[src/rtl/up_down_count_monitor.sv]
// Observer for a WIDTH-bit up/down counter stream: direction lock, jump/wrap/reversal
// detection and statistics. Optional synchronous clear port under UP_DOWN_MON_CLEAR_EN.
module up_down_count_monitor #(
  parameter int unsigned WIDTH    = 4,
  parameter int unsigned STAT_W   = 8,
  parameter int unsigned LOCK_LEN = 2
) (
  input  logic              clk,
  input  logic              reset,
`ifdef UP_DOWN_MON_CLEAR_EN
  input  logic              clear,
`endif
  input  logic              sample_valid,
  input  logic [WIDTH-1:0]  count_in,
  output logic [1:0]        state,
  output logic              dir_valid,
  output logic              dir_up,
  output logic              step_err,
  output logic              rev_pulse,
  output logic              wrap_pulse,
  output logic [STAT_W-1:0] err_count,
  output logic [STAT_W-1:0] wrap_count
);

  typedef enum logic [1:0] {
    StSeek     = 2'b00,
    StLockUp   = 2'b01,
    StLockDown = 2'b10,
    StErr      = 2'b11
  } state_e;

  state_e           state_q;
  logic [WIDTH-1:0] prev_q;
  logic             has_prev_q;
  logic [3:0]       run_q;
  logic             run_dir_q;

  logic [WIDTH-1:0] delta;
  logic             is_hold, is_up, is_down, is_jump, is_wrap;
  logic [4:0]       run_inc;
  logic             clr;

`ifdef UP_DOWN_MON_CLEAR_EN
  assign clr = clear;
`else
  assign clr = 1'b0;
`endif

  assign state = state_q;

  always_comb begin
    delta   = count_in - prev_q;
    is_hold = (delta == '0);
    is_up   = (delta == WIDTH'(1));
    is_down = (delta == '1);
    is_jump = !(is_hold || is_up || is_down);
    is_wrap = (is_up && (prev_q == '1)) || (is_down && (prev_q == '0));
    run_inc = {1'b0, run_q} + 5'd1;
  end

  always_ff @(posedge clk or posedge reset) begin
    if (reset) begin
      state_q    <= StSeek;
      prev_q     <= '0;
      has_prev_q <= 1'b0;
      run_q      <= '0;
      run_dir_q  <= 1'b0;
      dir_valid  <= 1'b0;
      dir_up     <= 1'b0;
      step_err   <= 1'b0;
      rev_pulse  <= 1'b0;
      wrap_pulse <= 1'b0;
      err_count  <= '0;
      wrap_count <= '0;
    end else begin
      step_err   <= 1'b0;
      rev_pulse  <= 1'b0;
      wrap_pulse <= 1'b0;
      if (clr) begin
        state_q    <= StSeek;
        has_prev_q <= 1'b0;
        run_q      <= '0;
        dir_valid  <= 1'b0;
        dir_up     <= 1'b0;
        err_count  <= '0;
        wrap_count <= '0;
      end else if (sample_valid) begin
        prev_q     <= count_in;
        has_prev_q <= 1'b1;
        // The first sample after reset/clear only seeds prev.
        if (has_prev_q && !is_hold) begin
          if (is_wrap) begin
            wrap_pulse <= 1'b1;
            wrap_count <= wrap_count + 1'b1;
          end
          if (is_jump) begin
            step_err  <= 1'b1;
            if (err_count != '1) err_count <= err_count + 1'b1;
            run_q     <= '0;
            state_q   <= StErr;
            dir_valid <= 1'b0;
            dir_up    <= 1'b0;
          end else begin
            unique case (state_q)
              StSeek: begin
                if ((run_q != '0) && (run_dir_q == is_up)) begin
                  run_q <= run_inc[3:0];
                  if (run_inc >= 5'(LOCK_LEN)) begin
                    state_q   <= is_up ? StLockUp : StLockDown;
                    dir_valid <= 1'b1;
                    dir_up    <= is_up;
                  end
                end else begin
                  run_q     <= 4'd1;
                  run_dir_q <= is_up;
                  if (LOCK_LEN <= 1) begin
                    state_q   <= is_up ? StLockUp : StLockDown;
                    dir_valid <= 1'b1;
                    dir_up    <= is_up;
                  end
                end
              end
              StLockUp, StLockDown: begin
                if (is_up != (state_q == StLockUp)) begin
                  rev_pulse <= 1'b1;
                  state_q   <= StSeek;
                  run_q     <= 4'd1;
                  run_dir_q <= is_up;
                  dir_valid <= 1'b0;
                  dir_up    <= 1'b0;
                end
              end
              StErr: begin
                state_q   <= StSeek;
                run_q     <= 4'd1;
                run_dir_q <= is_up;
              end
            endcase
          end
        end
      end
    end
  end

endmodule

[config.mk]
export PLATFORM = sky130hd
export DESIGN_NAME = up_down_count_monitor
export DESIGN_NICKNAME = d
export VERILOG_FILES = /design/src/rtl/up_down_count_monitor.sv
export SDC_FILE = /design/constraint.sdc
export NUM_CORES = 1
export LEC_CHECK = 0
export ABC_AREA = 1
export BUFFER_PORTS_ARGS = -buffer_cell sky130_fd_sc_hd__buf_2
export CAP_MARGIN = 10
export CORE_MARGIN = 2
export CORE_UTILIZATION = 55
export CTS_CLUSTER_DIAMETER = 30
export DETAILED_ROUTE_END_ITERATION = 8
export PLACE_DENSITY = 0.82
export SYNTH_ARGS = -nofsm -noshare
export SYNTH_HDL_FRONTEND = slang
export SYNTH_SLANG_ARGS = --single-unit
[constraint.sdc]
create_clock -name clk -period 3 [get_ports clk]
set_input_delay 0 -clock clk [delete_from_list [all_inputs] [get_ports clk]]
set_output_delay 0 -clock clk [all_outputs]
set_load 0.01 [all_outputs]
==> impl_metrics.yaml <==
status:
  status: "finished, final reports clean"
worst_setup_path:
  reg2reg_setup_slack_ns: 0.33
  worst_path_max_delay_cell: "dfrtp_1"
  max_stage_delay_ns: 0.42
  end_kind: "register"
  worstReg2RegEnd: "dir_valid$_DFFE_PP0P_"
  reg2reg_depth: 12
  path_buf_inv: 1
  critPathMaxFanout: 11
  worstPathRequired_ns: 3.28
  crit_arrival_ns: 2.95
  crit_path_start_kind: "register"
  r2r_start: "prev_q[0]$_DFFE_PP0P_"
  path_cells: "ha_1 > fa_1 > xor2_2 > nor3_1 > nand3_2 > nand2_4 > inv_2 > nand2_2 > nand3_1 > nand3_1 > nand2_1 > nand2_1"
  critPathTopFamily: "simple AND/OR/NAND/NOR gates"
  path_class: "reg2reg"
routing:
  via_per_inst: 5.13
  wirelength_microns: 3910
  wl_met2_microns: 1930
  vias: 1668
  drtPass1Iterations: 6
  drtIter0Drc: 80
  wire_per_inst_microns: 12.0
  met1_length_microns: 1780
  topRoutingLayerUsed: "met4"
  dr_wl_met3_microns: 142
  drc: 0
  ant_nets: 0
clock_network:
  root_buffer: "clkbuf_4"
  clk_pin_slew_ns: 0.10
  htree_num_levels: 2
  cts_inserted_buffers: 5
  clk_path_buf_depth: 2
  post_cts_buffers: 0
  clk_latency_ns: 0.34
  cts_tree: "done"
  clkSinkCount: 33
final_layout:
  fin_cells: 325
  final_nets: 296
  antennaDiodeCount: 0
  layout-drive-gt1-share: 0.179
  area_growth_syn_to_layout_pct: 20.0
sta:
  finalSetupViolCount: 0
  slew_headroom: 0.733
  tightestPinTransition_ns: 0.400
  rsz0062_at_grt: "no"
  min_period_ns: 2.67
  final.setup.tns_ns: 0
  finalHoldViolCount: 0
  max_freq_mhz: 375
  period_share: 0.890
  fin_worst_skew_ns: 0.00944
  fin_ws_ns: 0.330
  maxSlewViolCount: 0
placement:
  hpwlAfterDp_microns: 2640
  place.gp.congestion: 0.878
  post-place-ws_ns: 0.368
  dp.cells: 304
  portBuffers: 29
run:
  cap_violations: 0
synth:
  yosys.cell_count.top_type: "nand2_1"
  ys.flop_type: "dfrtp_1"
  yosys-top-cells-area: "dfrtp_1 (43%), nand2_1 (12%), ha_1 (6.6%)"
  async_flop_share: 1.00
  synth-seq-cells: 33
  synth_area_sq_mm: 0.00190
  ys_warn_count: 0
  synth.distinct_cells: 25
  synth_top_cell_by_area: "dfrtp_1"
  synth_edf_count: 0
  yosysTopAreaCellShare: 0.434
  seq_area_frac_synth: 0.434
  synthCells: 230
  syn_avg_cell_area_sq_um: 8.27
  synthTopCellsByCount: "nand2_1 (62), dfrtp_1 (33), inv_1 (30)"
  syn-num-nets: 248
die:
  rows: 21
  die_w_microns: 62.8
  die_h_microns: 62.8
  start_util: 0.570
  io_pins: 30
  fp.dieArea_sq_mm: 0.00394
  core_area_sq_mm: 0.00334
grt:
  first_global_vias: 1571
  grt_antenna_before_repair: 0
  grt_max_degree: 34
  grt_pass1_wl_microns: 6960
  grtUsageTotal: 0.222
  grt_overflow_total: 0
power:
  power_density_mw_per_mm2: 636
  p_total_mw: 1.45
  p_leak_nw: 1.24
  ir_worst_vdd_v: 0.000551
worst_hold_path:
  hp-class: "in2async"
-- worst min-delay path, stage by stage --
cell and delay, ns:
dlygate4sd3_1 0.53, buf_2 0.11, inv_1 0.05, buf_4 0.36
-- layout by cell type, fill, tap and decap left out, types with 2 or more instances in the layout --
master,count
o21ai_0,7
nand2_2,3
inv_1,30
ha_1,10
nand4_1,14
clkbuf_4,5
nand3_1,17
xor2_1,9
nand3_2,3
a21oi_1,2
nor3_1,5
dlygate4sd3_1,13
inv_2,3
nand3b_1,2
buf_2,29
xnor2_1,7
nand2_1,62
dfrtp_1,33
o22ai_1,2
clkinv_2,2
nor2_1,13
-- power breakdown --
group	total (mW)	switching [mW]	internal [mW]	leakage (nW)
clock network	0.245	0.156	0.0892	0.0320
logic	0.572	0.348	0.224	0.788
registers	0.635	0.0993	0.536	0.423
-- routing by layer --
metal	GRT usage	vias up
met3	0.0486	8
met1	0.274	785
met2	0.390	38
met4	0.0667	0
li1	-	837
met5	0	-
-- timing repair --
| item | 4_1_cts | 5_1_grt |
|---|---|---|
| resized for setup | 0 | 0 |
| hold buffers | 13 | 0 |
| hold endpoints to repair | 38 | 0 |
-- cells by family after synthesis --
logic type / Yosys count / share of synthesized area
adders and majority gates: 11 / 0.0763
AOI/OAI and AO/OA: 12 / 0.0329
and+or+nand+nor: 122 / 0.303
DFF: 33 / 0.434
buffers and inverters: 35 / 0.0711
xor gates and xnor gates: 17 / 0.0822
-- sequential cells by signal, indices dropped and copies added (netlist names) --
name / flops
rev_pulse: 1
prev_q: 4
dir_up: 1
dir_valid: 1
run_dir_q: 1
wrap_count: 8
err_count: 8
run_q: 4
has_prev_q: 1
wrap_pulse: 1
state: 2
step_err: 1
-- worst max-delay path by stage --
stage	slack (ns)	startpoint	to	cells after the start
2_1_floorplan	0.72	prev_q[0]$_DFFE_PP0P_	dir_valid$_DFFE_PP0P_	12
3_3_place_gp	0.50	prev_q[0]$_DFFE_PP0P_	dir_up$_DFFE_PP0P_	12
3_5_place_dp	0.37	prev_q[0]$_DFFE_PP0P_	dir_valid$_DFFE_PP0P_	12
4_1_cts	0.34	prev_q[0]$_DFFE_PP0P_	dir_valid$_DFFE_PP0P_	12
5_1_grt	0.07	prev_q[0]$_DFFE_PP0P_	dir_valid$_DFFE_PP0P_	12
6_report	0.33	prev_q[0]$_DFFE_PP0P_	dir_valid$_DFFE_PP0P_	12
-- area by class of cell --
type,instances,area (sq um)
Multi-Input combinational cell,162,941
Tap cell,46,57.6
Clock inverter,2,10.0
Timing Repair Buffer,43,283
Clock buffer,6,41.3
Inverter,33,124
Sequential cell,33,826
Fill cell,270,1050
-- through the flow --
step | hold WS [ns] | utilization | area, sq um
2_1_floorplan | 0.121 | - | 1900
3_3_place_gp | 0.108 | 0.630 | 2100
3_5_place_dp | 0.116 | 0.630 | 2100
4_1_cts | 0.309 | 0.684 | 2280
5_1_grt | 0.333 | 0.684 | 2280
6_report | 0.279 | 0.684 | 2280
Note: power is estimated with default switching activity, not from simulation.
